==> src/rtl/pattern_bcd_counter.sv <==
// Serial pattern detector with a two-digit BCD match count and a digit-scan select
// for the downstream 2:1 display mux (ones -> a, tens -> b, digit_sel -> sel).
module pattern_bcd_counter #(
    parameter logic [3:0]  PATTERN  = 4'b1011,
    parameter int unsigned SCAN_DIV = 16
) (
    input  logic       clk,
    input  logic       rst_n,
    input  logic       bit_valid,
    input  logic       bit_in,
    input  logic       clear,
    output logic       match,
    output logic [3:0] ones_digit,
    output logic [3:0] tens_digit,
    output logic       digit_sel,
    output logic       overflow
);

    localparam int unsigned ScanW = (SCAN_DIV > 1) ? $clog2(SCAN_DIV) : 1;
    localparam logic [ScanW-1:0] ScanMax = ScanW'(SCAN_DIV - 1);

    logic [3:0]       history_q, history_d;
    logic [2:0]       fill_q, fill_d;
    logic             match_q, match_d;
    logic [3:0]       ones_q, ones_d;
    logic [3:0]       tens_q, tens_d;
    logic             ovf_q, ovf_d;
    logic             sel_q, sel_d;
    logic [ScanW-1:0] scan_q, scan_d;

    logic             accept;
    logic [3:0]       shifted;
    logic             hit;

    // fill gate keeps the zeroed history from producing early matches
    always_comb begin
        accept  = bit_valid & ~clear;
        shifted = {history_q[2:0], bit_in};
        hit     = accept && (fill_q >= 3'd3) && (shifted == PATTERN);
    end

    always_comb begin
        history_d = history_q;
        fill_d    = fill_q;
        match_d   = 1'b0;
        ones_d    = ones_q;
        tens_d    = tens_q;
        ovf_d     = ovf_q;
        if (clear) begin
            history_d = 4'd0;
            fill_d    = 3'd0;
            ones_d    = 4'd0;
            tens_d    = 4'd0;
            ovf_d     = 1'b0;
        end else if (accept) begin
            history_d = shifted;
            if (fill_q != 3'd4) begin
                fill_d = fill_q + 3'd1;
            end
            if (hit) begin
                match_d = 1'b1;
                if (ones_q != 4'd9) begin
                    ones_d = ones_q + 4'd1;
                end else if (tens_q != 4'd9) begin
                    ones_d = 4'd0;
                    tens_d = tens_q + 4'd1;
                end else begin
                    ones_d = 4'd0;
                    tens_d = 4'd0;
                    ovf_d  = 1'b1;
                end
            end
        end
    end

    // Scan generator free-runs; clear and bit_valid never touch it
    always_comb begin
        scan_d = scan_q;
        sel_d  = sel_q;
        if (scan_q == ScanMax) begin
            scan_d = '0;
            sel_d  = ~sel_q;
        end else begin
            scan_d = scan_q + 1'b1;
        end
    end

    always_ff @(posedge clk) begin
        if (!rst_n) begin
            history_q <= 4'd0;
            fill_q    <= 3'd0;
            match_q   <= 1'b0;
            ones_q    <= 4'd0;
            tens_q    <= 4'd0;
            ovf_q     <= 1'b0;
            sel_q     <= 1'b0;
            scan_q    <= '0;
        end else begin
            history_q <= history_d;
            fill_q    <= fill_d;
            match_q   <= match_d;
            ones_q    <= ones_d;
            tens_q    <= tens_d;
            ovf_q     <= ovf_d;
            sel_q     <= sel_d;
            scan_q    <= scan_d;
        end
    end

    assign match      = match_q;
    assign ones_digit = ones_q;
    assign tens_digit = tens_q;
    assign digit_sel  = sel_q;
    assign overflow   = ovf_q;

endmodule

==> config.mk <==
export PLATFORM = sky130hd
export DESIGN_NAME = pattern_bcd_counter
export DESIGN_NICKNAME = d
export VERILOG_FILES = /design/src/rtl/pattern_bcd_counter.sv
export SDC_FILE = /design/constraint.sdc
export NUM_CORES = 1
export LEC_CHECK = 0
export ABC_CLOCK_PERIOD_IN_PS = 2600
export CAP_MARGIN = 20
export CORE_UTILIZATION = 48
export DETAILED_ROUTE_END_ITERATION = 8
export HOLD_SLACK_MARGIN = 0.06
export PLACE_DENSITY = 0.73
export SYNTH_ARGS = -nofsm -noshare
export SYNTH_HDL_FRONTEND = slang
export SYNTH_SLANG_ARGS = --single-unit
==> constraint.sdc <==
create_clock -name clk -period 2.6 [get_ports clk]
set_input_delay 0.52 -clock clk [delete_from_list [all_inputs] [get_ports clk]]
set_output_delay 0.52 -clock clk [all_outputs]
set_load 0.05 [all_outputs]
==> impl_results.md <==
- Routed length per instance: 10.9 um
- Tcrit/Tclk final: 0.818
- Netlist cell types: 31
- Min Clock Period, post-route: 2.13 ns
- Placed Cells: 143
- Row cnt: 15
- Clock tree from TritonCTS: done
- CP top delay family: buffers and inverters
- Worst path required time: 2.08 ns
- Dpl hpwl: 1240 um
- Layout Cells excl Fill: 147
- Dominant cell type by area after synthesis: dfxtp_1
- Final TNS setup: 0 ns
- Ant. Diodes: 0
- Gr usage total: 0.179
- Status: finished clean
- Setup crit start kind: flip-flop
- Setup WS pre-CTS: 0.397 ns
- Largest net degree at the start of global routing: 13
- Yosys reg bits: 21
- # H-tree levels: 1
- Top sig layer: met4
- Die Ht: 46.6 um
- Syn. warnings: 0
- Syn avg cell area: 9.28 um^2
- Async set or reset register ratio after synthesis: 0
- Slew headroom: 0.658
- Clk_skew: 0.00232 ns
- Area fraction of the dominant cell type after synthesis: 0.440
- Hold WC Path Type: flip-flop to flip-flop
- Crit path capture type: output port
- Critical Path Fanout Max: 7
- Actual slew at the worst max-slew pin: 0.511 ns
- Die width: 46.6 um
- FMAX: 0.470 GHz
- Worst Setup Path Type: flip-flop to output port
- Initial DRC count: 11
- Vias: 748
- Min setup slack post-route: 0.472 ns
- DRC Markers: 0
- Routed wl met3: 47 um
- Via-to-Cell Ratio: 5.09
- Full die area: 2170 um^2
- Post-route cell area: 1170 um^2
- Post-Route WL: 1600 um
- Post-CTS setup buffer count: 0
- Layout area overhead: 22.3%
- Leak: 0.460 nW
- Port Buffers: 15
- Critical path buffers and inverters: 1
- Slew Limit Fails: 0
- Final setup viols: 0
- Clock sink count: 21
- Largest cells by area after synthesis: dfxtp_1, mux2i_1, ha_1, nor2_1, a21oi_1
- Initial core utilization: 0.531
- Max-Cap Viols: 0
- Worst path max stage delay: 0.85 ns
- Layout cells sized above 1: 0.0738
- Initial antenna violation count: 0
- Total power: 0.000514 W
- Final hold violation count: 0
- VDD IR max: 0.265 mV
- Seq/Total Area, Yosys: 0.440
- DP Area: 1140 um^2
- Worst-path clk slew: 0.11 ns
- Critical-path top delay cell: clkdlybuf4s50_1
- Met1 wire length: 748 um
- # nets final: 132
- Clk buf depth: 2
- DRT antenna net count: 0
- Grt ovf: 0
- Data arrival time of the critical path: 1.61 ns
- Synthesized cell area: 956 um^2
- CTS root buf: clkbuf_4
- IO Count: 16
- Syn Inst Count: 103
- GPL Wtd Cong: 0.716
- Power per cell area: 440 nW/um^2
- Global-route wire length before repair: 2770 um
- Number of flops mapped to enable cells by yosys: 0
- Core ar.: 1800 um^2
- Post-CTS Resized: 0
- DR WL met2: 796 um
- Syn_nets: 112
- Drt pass-1 iters: 4
- Post-cts hold buffer count: 0
- CTS Buf Count: 3
- Skew-Pair Late Insertion Delay: 0.29 ns
- Number of global-route vias before repair: 676
- RSZ-0062 raised after global routing: no
- Dominant synthesized flop cell: dfxtp_1
- Crit path cell chain: clkdlybuf4s50_1
[layout by cell type, fill, tap and decap left out, drive strengths merged]
| cell type | netlist | layout |
|---|---|---|
| a211o | 1 | 1 |
| a21boi | 1 | 1 |
| a21oi | 7 | 7 |
| and2 | 4 | 4 |
| and2b | 1 | 1 |
| and3 | 2 | 2 |
| and4b | 3 | 3 |
| buf | 1 | 2 |
| clkbuf | 1 | 3 |
| clkdlybuf4s50 | 0 | 15 |
| clkinv | 0 | 1 |
| dfxtp | 21 | 21 |
| ha | 4 | 4 |
| inv | 8 | 8 |
| mux2 | 1 | 1 |
| mux2i | 7 | 7 |
| nand2 | 5 | 5 |
| nand2b | 2 | 2 |
| nand3 | 2 | 2 |
| nand4 | 1 | 1 |
| nand4b | 1 | 1 |
| nor2 | 10 | 10 |
| nor2b | 1 | 1 |
| nor3b | 1 | 1 |
| o211ai | 1 | 1 |
| o21ai | 7 | 7 |
| or3 | 2 | 2 |
| or3b | 1 | 1 |
| or4 | 1 | 1 |
| xnor2 | 4 | 4 |
| xor2 | 2 | 2 |
[routing by layer]
metal / global-route usage / vias to the layer above
met4: 0.0686 / 0
li1: - / 389
met5: 0 / -
met3: 0.0353 / 2
met2: 0.297 / 12
met1: 0.225 / 345
[final timing paths]
| kind | startpoint | end | slack [ns] | depth (start not counted) |
|---|---|---|---|---|
| max reg2reg | fill_q[0]$_SDFFE_PP0P_ | ones_digit[2]$_SDFFE_PP0P_ | 0.95 | 6 |
| min | scan_q[0]$_SDFF_PP0_ | scan_q[0]$_SDFF_PP0_ | 0.48 | 1 |
| min reg2reg | scan_q[0]$_SDFF_PP0_ | scan_q[0]$_SDFF_PP0_ | 0.48 | 1 |
| max | tens_digit[1]$_SDFFE_PP0P_ | tens_digit[1] | 0.47 | 1 |
[layout make-up]
| class | count | area [um^2] |
|---|---|---|
| Tap cell | 25 | 31.3 |
| Clock inverter | 1 | 5.00 |
| Fill cell | 165 | 633 |
| Clock buffer | 3 | 22.5 |
| Inverter | 8 | 30.0 |
| Multi-Input combinational cell | 72 | 494 |
| Sequential cell | 21 | 420 |
| Timing Repair Buffer | 17 | 165 |
[per-stage QoR]
stage                     hold WS, ns  utilization
after floorplan                 0.430            -
after global placement          0.446        0.633
after detailed placement        0.448        0.633
after CTS                       0.477        0.649
after global routing            0.509        0.649
final                           0.477        0.649
[report_power, final]
part / internal [W] / total [W] / switching [W]
combinational: 0.0000171 / 0.0000322 / 0.0000151
sequential: 0.000327 / 0.000332 / 0.00000481
clock: 0.0000572 / 0.000150 / 0.0000925
[cells in the mapped netlist, types with 2 or more instances]
library cell / number
and4b_1: 2
inv_1: 8
a21oi_1: 7
nand2b_1: 2
or3_1: 2
ha_1: 4
xnor2_1: 4
mux2i_1: 7
and2_1: 4
o21ai_0: 6
dfxtp_1: 21
xor2_1: 2
nand2_1: 5
nor2_1: 10
and3_1: 2
nand3_1: 2
[registers in the layout (all words and copies together) (netlist names)]
register / count
digit_sel: 1
fill_q: 3
history_q: 3
match: 1
ones_digit: 4
overflow: 1
scan_q: 4
tens_digit: 4
[logic make-up (layout without fill, tap and decap cells)]
logic type               after synthesis  in the layout  share of synthesized area
AO/OA/AOI/OAI                         17             17                      0.102
AND/OR/NAND/NOR                       37             37                      0.223
flip-flops                            21             21                      0.440
XOR/XNOR                               6              6                     0.0550
multiplexers                           8              8                     0.0851
adder cells (fa/ha/maj)                4              4                     0.0524
buffers and inverters                 10             29                     0.0432
No activity file was read; power rests on OpenSTA's default activity.
==> edit (same flow settings) <==
Register the inputs `bit_valid`, `bit_in` and `clear` before use, without a reset. The logic sees them one clock later.
--- a/src/rtl/pattern_bcd_counter.sv
+++ b/src/rtl/pattern_bcd_counter.sv
@@ -20,4 +20,14 @@
     localparam logic [ScanW-1:0] ScanMax = ScanW'(SCAN_DIV - 1);
 
+    logic bit_valid_q;
+    logic bit_q;
+    logic clear_q;
+
+    always_ff @(posedge clk) begin
+        bit_valid_q <= bit_valid;
+        bit_q       <= bit_in;
+        clear_q     <= clear;
+    end
+
     logic [3:0]       history_q, history_d;
     logic [2:0]       fill_q, fill_d;
@@ -35,6 +45,6 @@
     // fill gate keeps the zeroed history from producing early matches
     always_comb begin
-        accept  = bit_valid & ~clear;
-        shifted = {history_q[2:0], bit_in};
+        accept  = bit_valid_q & ~clear_q;
+        shifted = {history_q[2:0], bit_q};
         hit     = accept && (fill_q >= 3'd3) && (shifted == PATTERN);
     end
@@ -47,5 +57,5 @@
         tens_d    = tens_q;
         ovf_d     = ovf_q;
-        if (clear) begin
+        if (clear_q) begin
             history_d = 4'd0;
             fill_d    = 3'd0;
Behaviour: not the same (a bounded check fails within 10 cycles, from zero or initial values and one cycle with rst_n low).
==> edit against the original RTL <==
  * Sequential cell count increased by 3
  * Routed wire length grew 9.0%
  * Die area grew 6.0%
  * Design area increased by 6.9%
  * Cell count is 2.7% higher
  * Critical path depth stayed put
  * Total power grew 33%
  * Area after synthesis increased by 6.3%
  * Synthesized cell count up 2.9%
  * Worst setup slack worse by 0.022 ns
  * First-iteration DRC count stayed put
  * Largest cell class unchanged
  * Largest power group unchanged
==> edit: results (changes against the original RTL) <==
stage,metric,value,unit,change
run_status,run status,"finished, final reports clean",,
sta,worst slew pin tran,0.498,ns,-0.0135 ns
place,Inst Count DP,147,,+2.8%
clock_tree,clk slew on worst S/H paths,0.13,ns,+0.02 ns
global_route,first-pass GRT wire length,2600,µm,-6.0%
detailed_routing,Wirelength per Cell,11.5,µm,+6.1%
synth,Post-Syn Nets,115,,+2.7%
final_layout,share of layout cells above drive strength 1,6.45,%,-0.93 points
synth,most frequent cells after synthesis,"24 x dfxtp_1, 10 x nor2_1, 8 x inv_1, 7 x a21oi_1, 7 x mux2i_1",,
place,post-DP HPWL,1310,µm,+5.9%
detailed_routing,vias per inst,5.11,,+0.34%
clock_tree,Worst-Skew Late Latency,0.32,ns,+0.03 ns
synth,sequential area share after synthesis,47.3,%,+3.3 points
critical_path,"Arr. time, crit path",1.63,ns,+0.02 ns
synth,Synth async-reset ratio,0,%,unchanged
detailed_routing,WL met2,868,µm,+9.0%
detailed_routing,Total Wirelength,1740,µm,+9.0%
sta,Clock Skews,0.00332,ns,+0.000996 ns
power,total net switching power,134,µW,+19%
power,Max VDD drop,488,µV,+84%
place,Final Wtd Congestion,0.688,,-4.0%
detailed_routing,M1 WL,777,µm,+3.9%
global_route,vias in the first global route,661,,-2.2%
global_route,largest net degree at the start of global routing,15,,+2
place,Area after DPL,1200,µm²,+4.8%
synth,Synth area leaders,"dfxtp_1 47%, mux2i_1 6.9%, ha_1 4.9%, nor2_1 3.7%, a21oi_1 3.4%",,
global_route,GRT Total Usage,16.8,%,-1.0 points
detailed_routing,WL met3,60,µm,+28%
power,share of power burned in the clock network,39.7,%,+11 points
synth,Post-Synthesis Cells,106,,+2.9%
==> edit: cell families after synthesis <==
family / after synthesis / share of synthesized area (%)
fa+ha+maj: 4 / 4.93
flops: 24 / 47.3
buf+inv: 10 / 4.06
simple gates: 37 / 20.9
compound gates: 17 / 9.61
xor+xnor: 6 / 5.17
mux: 8 / 8.01
==> edit: power groups by stage <==
| stage | Clock [µW] | Combinational [µW] | Sequential, µW |
|---|---|---|---|
| 3_3_place_gp | 0 | 27.2 | 391 |
| 5_1_grt | 292 | 31.1 | 385 |
| 3_5_place_dp | 0 | 28.2 | 392 |
| 6_report | 270 | 28.0 | 383 |
| 2_1_floorplan | 0 | 19.7 | 388 |
| 4_1_cts | 282 | 28.4 | 384 |
==> edit: area by class of cell <==
cell class              instances  area, µm²
fillers                       174        733
multi-input cells              72        494
flip-flops and latches         24        480
repair buffers                 16        158
well taps                      27       33.8
clock inverters                 1       30.0
inverters                       8       30.0
clock buffers                   3       22.5
==> edit: routing by layer <==
| layer | global-route usage (%) | vias up |
|---|---|---|
| met5 | 0 | - |
| met4 | 10.0 | 0 |
| met3 | 4.53 | 4 |
| met2 | 28.6 | 16 |
| met1 | 18.7 | 355 |
| li1 | - | 396 |
==> edit: final timing paths <==
path                 startpoint            end  slack, ns  depth (start not counted)
setup / recovery  tens_digit[1]  tens_digit[1]       0.45                          1
hold / removal        scan_q[0]      scan_q[0]       0.48                          1
setup reg to reg      fill_q[0]  tens_digit[0]       0.90                          6
hold reg to reg       scan_q[0]      scan_q[0]       0.48                          1
